==> config.mk <==
export PLATFORM = sky130hd
export DESIGN_NAME = pio_int_ctrl
export DESIGN_NICKNAME = d
export VERILOG_FILES = /design/src/rtl/pio_int_ctrl.sv
export SDC_FILE = /design/constraint.sdc
export NUM_CORES = 1
export LEC_CHECK = 0
export BUFFER_PORTS_ARGS = -buffer_cell sky130_fd_sc_hd__buf_2
export CAP_MARGIN = 0
export CORE_UTILIZATION = 55
export DETAILED_ROUTE_END_ITERATION = 8
export PLACE_DENSITY_LB_ADDON = 0.25
export SLEW_MARGIN = 20
export SYNTH_ARGS = -nofsm -noshare
export SYNTH_HDL_FRONTEND = slang
export SYNTH_SLANG_ARGS = --single-unit
==> constraint.sdc <==
create_clock -name CLK -period 3.38 [get_ports CLK]
set_clock_uncertainty 0.2 [all_clocks]
set_input_delay 0.676 -clock CLK [delete_from_list [all_inputs] [get_ports CLK]]
set_output_delay 0.676 -clock CLK [all_outputs]
set_load 0.01 [all_outputs]
==> src/rtl/pio_int_ctrl.sv <==
// Per-port interrupt-source stage of the Z8420 PIO model.
// Decodes control-register writes, evaluates the mode-3 bit-match condition or
// the mode 0-2 handshake strobe, and feeds INTI/INTEN to the daisy-chain block.
// Ports:
//   CLK, RESET      clock, synchronous active-high reset
//   CTL_WR, DI      control-register write strobe and CPU data
//   PIN             port pin levels (synchronous to CLK)
//   STB_EVT         handshake-strobe event (modes 0-2)
//   VECTEN          vector enable from the daisy chain
//   INTI, INTEN     interrupt request pulse / interrupt enable level
//   MODE, IO_DIR    current mode and mode-3 direction register (1 = input)
//   VECT_OUT        vector byte {VEC[7:1],0}; VECT_OE drives it onto the bus
module pio_int_ctrl #(
  parameter logic [1:0] RESET_MODE = 2'b01
) (
  input  logic       CLK,
  input  logic       RESET,
  input  logic       CTL_WR,
  input  logic [7:0] DI,
  input  logic [7:0] PIN,
  input  logic       STB_EVT,
  input  logic       VECTEN,
  output logic       INTI,
  output logic       INTEN,
  output logic [1:0] MODE,
  output logic [7:0] IO_DIR,
  output logic [7:0] VECT_OUT,
  output logic       VECT_OE
);

  localparam int unsigned DW = 8;
  localparam logic [1:0]  MODE_BIT = 2'b11;

  typedef enum logic [1:0] {
    ST_CMD   = 2'b00,
    ST_IODIR = 2'b01,
    ST_MASK  = 2'b10
  } state_t;

  state_t        state, state_nxt;
  logic [1:0]    mode, mode_nxt;
  logic [DW-1:0] io_dir, io_dir_nxt;
  logic [DW-1:0] mask, mask_nxt;
  logic [6:0]    vec, vec_nxt;
  logic          ie, ie_nxt;
  logic          and_or, and_or_nxt;
  logic          hi_lo, hi_lo_nxt;
  logic          ie_pend, ie_pend_nxt;
  logic          match_q;
  logic          inti;
  logic          match_c;
  logic [DW-1:0] active, at_lvl;

  // Control-register write decoder: next state and next register values
  always_comb begin
    state_nxt   = state;
    mode_nxt    = mode;
    io_dir_nxt  = io_dir;
    mask_nxt    = mask;
    vec_nxt     = vec;
    ie_nxt      = ie;
    and_or_nxt  = and_or;
    hi_lo_nxt   = hi_lo;
    ie_pend_nxt = ie_pend;
    if (CTL_WR) begin
      case (state)
        ST_CMD: begin
          if (!DI[0]) begin
            vec_nxt = DI[7:1];
          end else if (DI[3:0] == 4'b1111) begin
            mode_nxt = DI[7:6];
            if (DI[7:6] == MODE_BIT) state_nxt = ST_IODIR;
          end else if (DI[3:0] == 4'b0111) begin
            ie_nxt     = DI[7];
            and_or_nxt = DI[6];
            hi_lo_nxt  = DI[5];
            // Mask word follows: hold IE off until the mask is in place
            if (DI[4]) begin
              ie_nxt      = 1'b0;
              ie_pend_nxt = DI[7];
              state_nxt   = ST_MASK;
            end
          end else if (DI[3:0] == 4'b0011) begin
            ie_nxt = DI[7];
          end
        end
        ST_IODIR: begin
          io_dir_nxt = DI;
          state_nxt  = ST_CMD;
        end
        ST_MASK: begin
          mask_nxt  = DI;
          ie_nxt    = ie_pend;
          state_nxt = ST_CMD;
        end
        default: state_nxt = ST_CMD;
      endcase
    end
  end

  // State register
  always_ff @(posedge CLK) begin
    if (RESET) state <= ST_CMD;
    else       state <= state_nxt;
  end

  // Control registers
  always_ff @(posedge CLK) begin
    if (RESET) begin
      mode    <= RESET_MODE;
      io_dir  <= '1;
      mask    <= '1;
      vec     <= '0;
      ie      <= 1'b0;
      and_or  <= 1'b0;
      hi_lo   <= 1'b0;
      ie_pend <= 1'b0;
    end else begin
      mode    <= mode_nxt;
      io_dir  <= io_dir_nxt;
      mask    <= mask_nxt;
      vec     <= vec_nxt;
      ie      <= ie_nxt;
      and_or  <= and_or_nxt;
      hi_lo   <= hi_lo_nxt;
      ie_pend <= ie_pend_nxt;
    end
  end

  // Mode-3 match on current registers; no active bits never matches
  assign active  = io_dir & ~mask;
  assign at_lvl  = hi_lo ? PIN : ~PIN;
  assign match_c = and_or ? ((active != '0) && ((active & ~at_lvl) == '0))
                          : ((active & at_lvl) != '0);

  // Interrupt request: match rising edge in mode 3, strobe echo otherwise
  always_ff @(posedge CLK) begin
    if (RESET) begin
      match_q <= 1'b0;
      inti    <= 1'b0;
    end else if (mode == MODE_BIT) begin
      match_q <= match_c;
      inti    <= match_c & ~match_q;
    end else begin
      match_q <= 1'b0;
      inti    <= STB_EVT;
    end
  end

  assign INTI     = inti;
  assign INTEN    = ie;
  assign MODE     = mode;
  assign IO_DIR   = io_dir;
  assign VECT_OUT = {vec, 1'b0};
  assign VECT_OE  = VECTEN;

endmodule

==> summary.md, run 1 <==
| Metric | Value |
|---|---|
| Worst Reg-to-Reg Cells | 6 |
| CP Launch Type | flip-flop |
| Vias | 1433 |
| Num ports | 42 |
| CP Max Fanout | 9 |
| All-layer global routing usage | 25.3% |
| Synth Net Count | 209 |
| Fin crit share | 53.5% |
| Slew HR | 63.8% |
| Largest net degree at the start of global routing | 35 |
| Post-Synth Adder-Cell Area | 0% |
| Nets@finish | 245 |
| P&R area growth vs syn | 14.0% |
| Reg clk slew, reported paths | 100 ps |
| Via/cell ratio | 5.60 |
| Row cnt | 19 |
| Cts repair resizes | 0 |
| Commonest non-fill, non-tap cells in the layout | buf_2, dfxtp_1, nand2_1, nor2_1, nand3b_1 |
| Synth Instances | 188 |
| Initial antenna violation count | 0 |
| Worst Setup SP | hi_lo |
| Core Area | 2780 µm² |
| Post-CTS Setup Inserts | 0 |
| CP arrival | 1810 ps |
| Delay-heaviest family, CP | flip-flops |
| Max frequency | 0.553 GHz |
| Synthesized area | 1620 µm² |
| Leak | 0.825 nW |
| Yosys warnings | 0 |
| Clock Sinks | 33 |
| Largest family of logic cells by synthesized area | simple AND/OR/NAND/NOR gates |
| Worst Hold Class | reg2reg |
| Violation count after the first detailed-routing iteration | 80 |
| Gr ovfl total | 0 |
| TritonCTS buffer count | 5 |
| Power Dens Cells | 371 nW/µm² |
| Routed WL per cell | 14.6 µm |
| Die footprint | 3170 µm² |
| Routed Antenna Nets | 0 |
| Hold Violations, Final | 0 |
| Die width | 56.3 µm |
| Synth Area in XOR/XNOR | 4.32% |
| Total of max-cap violations | 0 |
| Critical path capture point type | flip-flop |
| Mux cell area share after synthesis | 6.79% |
| CP cell instances | xnor2_1, a32oi_1, nand2_1, nor2_1, a2bb2oi_2, o41ai_2 |
| Critical Path RT | 3390 ps |
| Routability Congestion | 0.887 |
| Least-Margin Pin Slew | 543 ps |
| IO Port Bufs | 38 |
| Vias in the first global route | 1374 |
| Source of the worst hold timing path | match_q |
| Final instance area | 1850 µm² |
| DRC | 0 |
| Bufs on Longest Clock Path | 2 |
| Yosys reg bits | 33 |
| Die Y | 56.3 µm |
| DR pass1 iterations | 4 |
| Root buf cell | clkbuf_4 |
| RSZ-0062 raised after global routing | false |
| CTS tree | yes |
| Setup_tns | 0 ps |
| Seq/Total Area, Yosys | 40.7% |
| Unique cell type count in the Yosys netlist | 34 |
| WL final | 3730 µm |
| Reg-to-reg startpoint | hi_lo |
| Hold path depth | 1 |
| Crit path buffers/inverters | 0 |
| First-pass GRT wire length | 6210 µm |
| Slowest-stage cell, CP | dfxtp_1 |
| Placed cell area | 1800 µm² |
| Critical path class | reg2reg |
| Post-Synth Simple-Gate Area | 32.8% |
| Hold_buf cts | 0 |
| Diodes inserted | 0 |
| Tmin final | 1810 ps |
| Mean Syn Cell Area | 8.63 µm² |
| Commonest non-fill, non-tap cell in the layout | buf_2 |
| CP peak stage delay | 630 ps |
| Post-synthesis compound-gate area fraction | 10.6% |
| Worst path depth | 6 |
| Slew Limit Fails | 0 |
| DP HPWL | 2720 µm |
| Initial Utilization | 58.3% |
| Clock insertion delay at the later pin of the skew report | 330 ps |
| Layout cells sized above 1 | 24.0% |
| Final setup violation count | 0 |
| Status | finished, final reports clean |
| Peak VDD IR | 0.348 mV |
| Fillers | 238 |
| # H-tree levels | 2 |
==> registers in the layout, summed over array words and instances, names as in the netlist <==
signal	cells
IO_DIR	8
mask	8
vec	7
MODE	2
state	2
INTEN	1
INTI	1
and_or	1
hi_lo	1
ie_pend	1
match_q	1
==> worst reg2reg max path, stage by stage (launching register included) <==
cell	delay [ps]
dfxtp_1	630
xnor2_1	180
a32oi_1	220
nand2_1	80
nor2_1	130
a2bb2oi_2	170
o41ai_2	90
==> synth_stat cells (all sizes together) <==
library cell	instances	share of area, %
clkbuf	4	0.93
inv	5	1.2
a41oi	1	0.54
mux2i	11	6.8
a21oi	2	0.62
nand2	33	7.6
nor3	5	2.5
nand2b	7	2.7
o21ai	5	1.5
o22ai	3	1.2
buf	5	2.4
nor2b	5	2.4
a211o	4	2.2
o41ai	1	1.0
and3	1	0.39
or2b	2	0.93
dfxtp	33	41
nand3b	15	6.9
o31a	1	0.54
nand4	2	0.77
conb	1	0.23
nor3b	1	0.77
nand3	5	1.9
and2	1	0.39
nor2	22	5.6
xnor2	8	4.3
a2bb2oi	1	0.93
a32oi	4	2.2
==> metrics by stage <==
| stage | util [%] | hold WS [ps] | setup WS [ps] | total power, W | std cells |
|---|---|---|---|---|---|
| 6_report | 66.4 | 253 | 1570 | 0.000685 | 256 |
| 5_1_grt | 66.4 | 270 | 1460 | 0.000713 | 256 |
| 4_1_cts | 66.4 | 249 | 1570 | 0.000688 | 256 |
| 3_5_place_dp | 64.6 | 234 | 1300 | 0.000482 | 248 |
| 3_3_place_gp | 64.6 | 223 | 1380 | 0.000480 | 248 |
| 2_1_floorplan | - | 217 | 1630 | 0.000454 | 188 |
==> layout make-up <==
cell class              count  area (µm²)  share of cell area, %
multi-input cells         141         888                   48.1
repair buffers             38         190                   10.3
well taps                  31        38.8                   2.10
clock inverters             2        10.0                  0.542
flip-flops and latches     33         661                   35.7
inverters                   5        18.8                   1.02
clock buffers               6        41.3                   2.23
==> worst paths after layout <==
kind | endpoint | slack, ps
max | INTI | 1570
min | INTI | 250
max reg2reg | INTI | 1570
min reg2reg | INTI | 250
==> metal layers <==
metal / vias to the layer above / part of all wire [%] / GRT usage [%]
met2: 43 / 49 / 41.2
met5: - / 0 / 0
met4: 0 / 1.1 / 8.71
met1: 674 / 46 / 32.5
met3: 5 / 4.3 / 6.91
li1: 711 / - / -
==> cell families after synthesis <==
kind of cell / Yosys count
buffers and inverters: 14
and+or+nand+nor: 99
DFF: 33
muxes: 11
AOI/OAI and AO/OA: 22
xor gates and xnor gates: 8
other: 1
==> power by group <==
part | switching [W] | internal [W] | leakage (nW)
clock network | 0.000131 | 0.0000792 | 0.0320
registers | 0.00000505 | 0.000396 | 0.268
logic | 0.0000414 | 0.0000319 | 0.526
Note: power is estimated with default switching activity, not from simulation.
==> run 2: changes to the inputs <==
--- a/config.mk
+++ b/config.mk
@@ -7,7 +7,7 @@
 export LEC_CHECK = 0
 export BUFFER_PORTS_ARGS = -buffer_cell sky130_fd_sc_hd__buf_2
 export CAP_MARGIN = 0
-export CORE_UTILIZATION = 55
+export CORE_UTILIZATION = 47
 export DETAILED_ROUTE_END_ITERATION = 8
 export PLACE_DENSITY_LB_ADDON = 0.25
 export SLEW_MARGIN = 20
==> constraint.sdc (replaced) <==
create_clock -name CLK -period 1.5 [get_ports CLK]
set_clock_uncertainty 0.2 [all_clocks]
set_input_delay 0.3 -clock CLK [delete_from_list [all_inputs] [get_ports CLK]]
set_output_delay 0.3 -clock CLK [all_outputs]
set_load 0.01 [all_outputs]
==> run 2 against run 1 <==
Net effect:
- the run now ends with negative setup slack left
- worst hold slack got worse by 240 ps
- cell count increased by 14%
- maximum frequency increased by 13%
- register-to-register slack got worse by 1700 ps
- flip-flop and latch count unchanged
- final area increased by 14%
- global-route usage decreased by 1.8 points
- worst setup slack got worse by 1700 ps
- core utilization increased by 0.62 points
- sequential power increased by 120%
- first-iteration DRC count increased by 25%
- sequential share of layout area decreased by 4.2 points
- highest routed layer unchanged
==> summary.md, run 2 (same netlist as run 1, synthesis figures left out) <==
| Metric | Value |
|---|---|
| Reg area | 668 µm² (+1.1%) |
| P&R area growth vs syn | 30.4% |
| Die Y | 60.7 µm (+7.9%) |
| DP Worst Slack | -324 ps (-1630 ps) |
| Critical path capture point type | flip-flop |
| Routability Congestion | 0.906 (+2.1%) |
| Vias | 1494 (+4.3%) |
| Critical Path RT | 1530 ps (-1860 ps) |
| Multi-input gate area | 935 µm² (+5.2%) |
| Total of max-cap violations | 0 (unchanged) |
| Hold_buf cts | 0 (unchanged) |
| Via/cell ratio | 5.13 (-8.3%) |
| Diodes inserted | 0 (unchanged) |
| Tot Pwr | 0.00167 W (+140%) |
| Status | finished, violations left |
| Worst Hold Class | in2reg |
| Switch share | 24.4% (-1.5 points) |
| All-layer global routing usage | 23.5% (-1.8 points) |
| Routed Antenna Nets | 0 (unchanged) |
| Non-Filler Instances | 291 (+14%) |
| CTS tree | yes |
| CP Max Fanout | 2 (-7) |
| Power Dens Cells | 789 nW/µm² (+110%) |
| IO Port Bufs | 38 (unchanged) |
| Slew Limit Fails | 0 (unchanged) |
| Clock Sinks | 33 (unchanged) |
| Clock insertion delay at the later pin of the skew report | 330 ps (about the same) |
| DP HPWL | 2820 µm (+3.9%) |
| Die footprint | 3690 µm² (+16%) |
| Tmin final | 1590 ps (-215 ps) |
| Final instance area | 2110 µm² (+14%) |
| Placed cell area | 1990 µm² (+11%) |
| Fin crit share | 106% (+53 points) |
| Largest net degree at the start of global routing | 32 (-8.6%) |
| # H-tree levels | 2 (unchanged) |
| Clock group share of total power | 34.0% (+3.3 points) |
| Placed Cells | 281 (+13%) |
| Initial Utilization | 51.4% (-6.9 points) |
| DRC | 0 (unchanged) |
| Fillers | 310 (+30%) |
| Hold slack | 14.4 ps (-238 ps) |
| Core Area | 3150 µm² (+13%) |
| Commonest non-fill, non-tap cell in the layout | buf_2 |
| Hold Violations, Final | 0 (unchanged) |
| Commonest non-fill, non-tap cells in the layout | buf_2, nand2_1, dfxtp_1, buf_4, nor2_1 |
| Root buf cell | clkbuf_4 |
| Violation count after the first detailed-routing iteration | 100 (+25%) |
| RSZ-0062 raised after global routing | true |
| Leak | 0.967 nW (+17%) |
| NetSw | 0.000408 W (+130%) |
| Routed WL per cell | 13.1 µm (-9.9%) |
| Final setup violation count | 2 (+2) |
| Num ports | 42 (unchanged) |
| Combinational share of power | 12.0% (+1.3 points) |
| Die width | 60.7 µm (+7.9%) |
| Worst setup margin | -92.6 ps (-1670 ps) |
| Row cnt | 20 (+1) |
| Nets@finish | 267 (+9.0%) |
| DR pass1 iterations | 4 (unchanged) |
| WL final | 3820 µm (+2.4%) |
| Register share of total power | 54.0% (-4.6 points) |
| Bufs on Longest Clock Path | 2 (unchanged) |
| Peak VDD IR | 0.668 mV (+92%) |
| Initial antenna violation count | 0 (unchanged) |
| Reg clk slew, reported paths | 90 ps (about the same) |
| Critical path class | reg2reg |
| Vias in the first global route | 1378 (+0.29%) |
| Max frequency | 0.628 GHz (+13%) |
| CP Launch Type | flip-flop |
| CP arrival | 1630 ps (-180 ps) |
| Layout cells sized above 1 | 36.0% (+12 points) |
| Gr ovfl total | 0 (unchanged) |
| Reg2reg setup slack | -90 ps (-1670 ps) |
| TritonCTS buffer count | 5 (unchanged) |
| Int Power | 0.00126 W (+150%) |
| First-pass GRT wire length | 6320 µm (+1.8%) |
| Failing checks | negative setup slack |
## run 2: cell count changes in the layout (fill, tap and decap cells not counted), moves of 2 or more
cell	before	now
clkbuf_8	0	2
buf_4	0	21
dfxtp_2	0	3
dfxtp_1	33	29
xnor2_2	0	3
xnor2_1	8	5
## run 2: cell type report
cell class	count	area share [%]
well taps	44	2.60
flip-flops and latches	33	31.6
inverters	5	0.888
multi-input cells	141	44.2
clock buffers	7	3.08
clock inverters	1	0.237
repair buffers	60	17.4
## run 2: what timing repair did
item	4_1_cts	5_1_grt
buffers inserted	0	2
pin swaps	3	2
endpoints found under the setup margin	4	23
resized for setup	5	6
## run 2: power groups by stage
stage                     Combinational [W]  Clock, W  Sequential [W]
final                              0.000200  0.000567        0.000901
after global placement             0.000188         0        0.000922
after CTS                          0.000195  0.000580        0.000901
after detailed placement           0.000190         0        0.000923
after floorplan                   0.0000964         0        0.000928
after global routing               0.000218  0.000622        0.000904
## run 2: metrics by stage
step	setup TNS [ps]	utilization, %
after floorplan	0	-
after global placement	-1200	63.2
after detailed placement	-1410	63.2
after global routing	-333	67.1
final	-115	67.1
after CTS	-113	66.1
## run 2: metal layers
layer	routed length (µm)	global-route usage, %	up-vias
met5	0	0	-
met4	15	5.19	0
met3	213	6.18	2
met2	1740	36.6	41
met1	1850	33.0	696
li1	-	-	755
## run 2: final timing paths
kind	endpoint	from	depth (start not counted)
max reg2reg	INTI	IO_DIR[5]	6
min	INTI	STB_EVT	3
min reg2reg	INTI	match_q	1
max	INTI	IO_DIR[5]	6
## run 2: worst max-delay path, stage by stage (launching register included)
cell and delay, ps:
dfxtp_2 340, or2b_1 240, nand4_1 100, nor2_1 60, nor3_2 220, a2bb2oi_2 100
o41ai_2 260
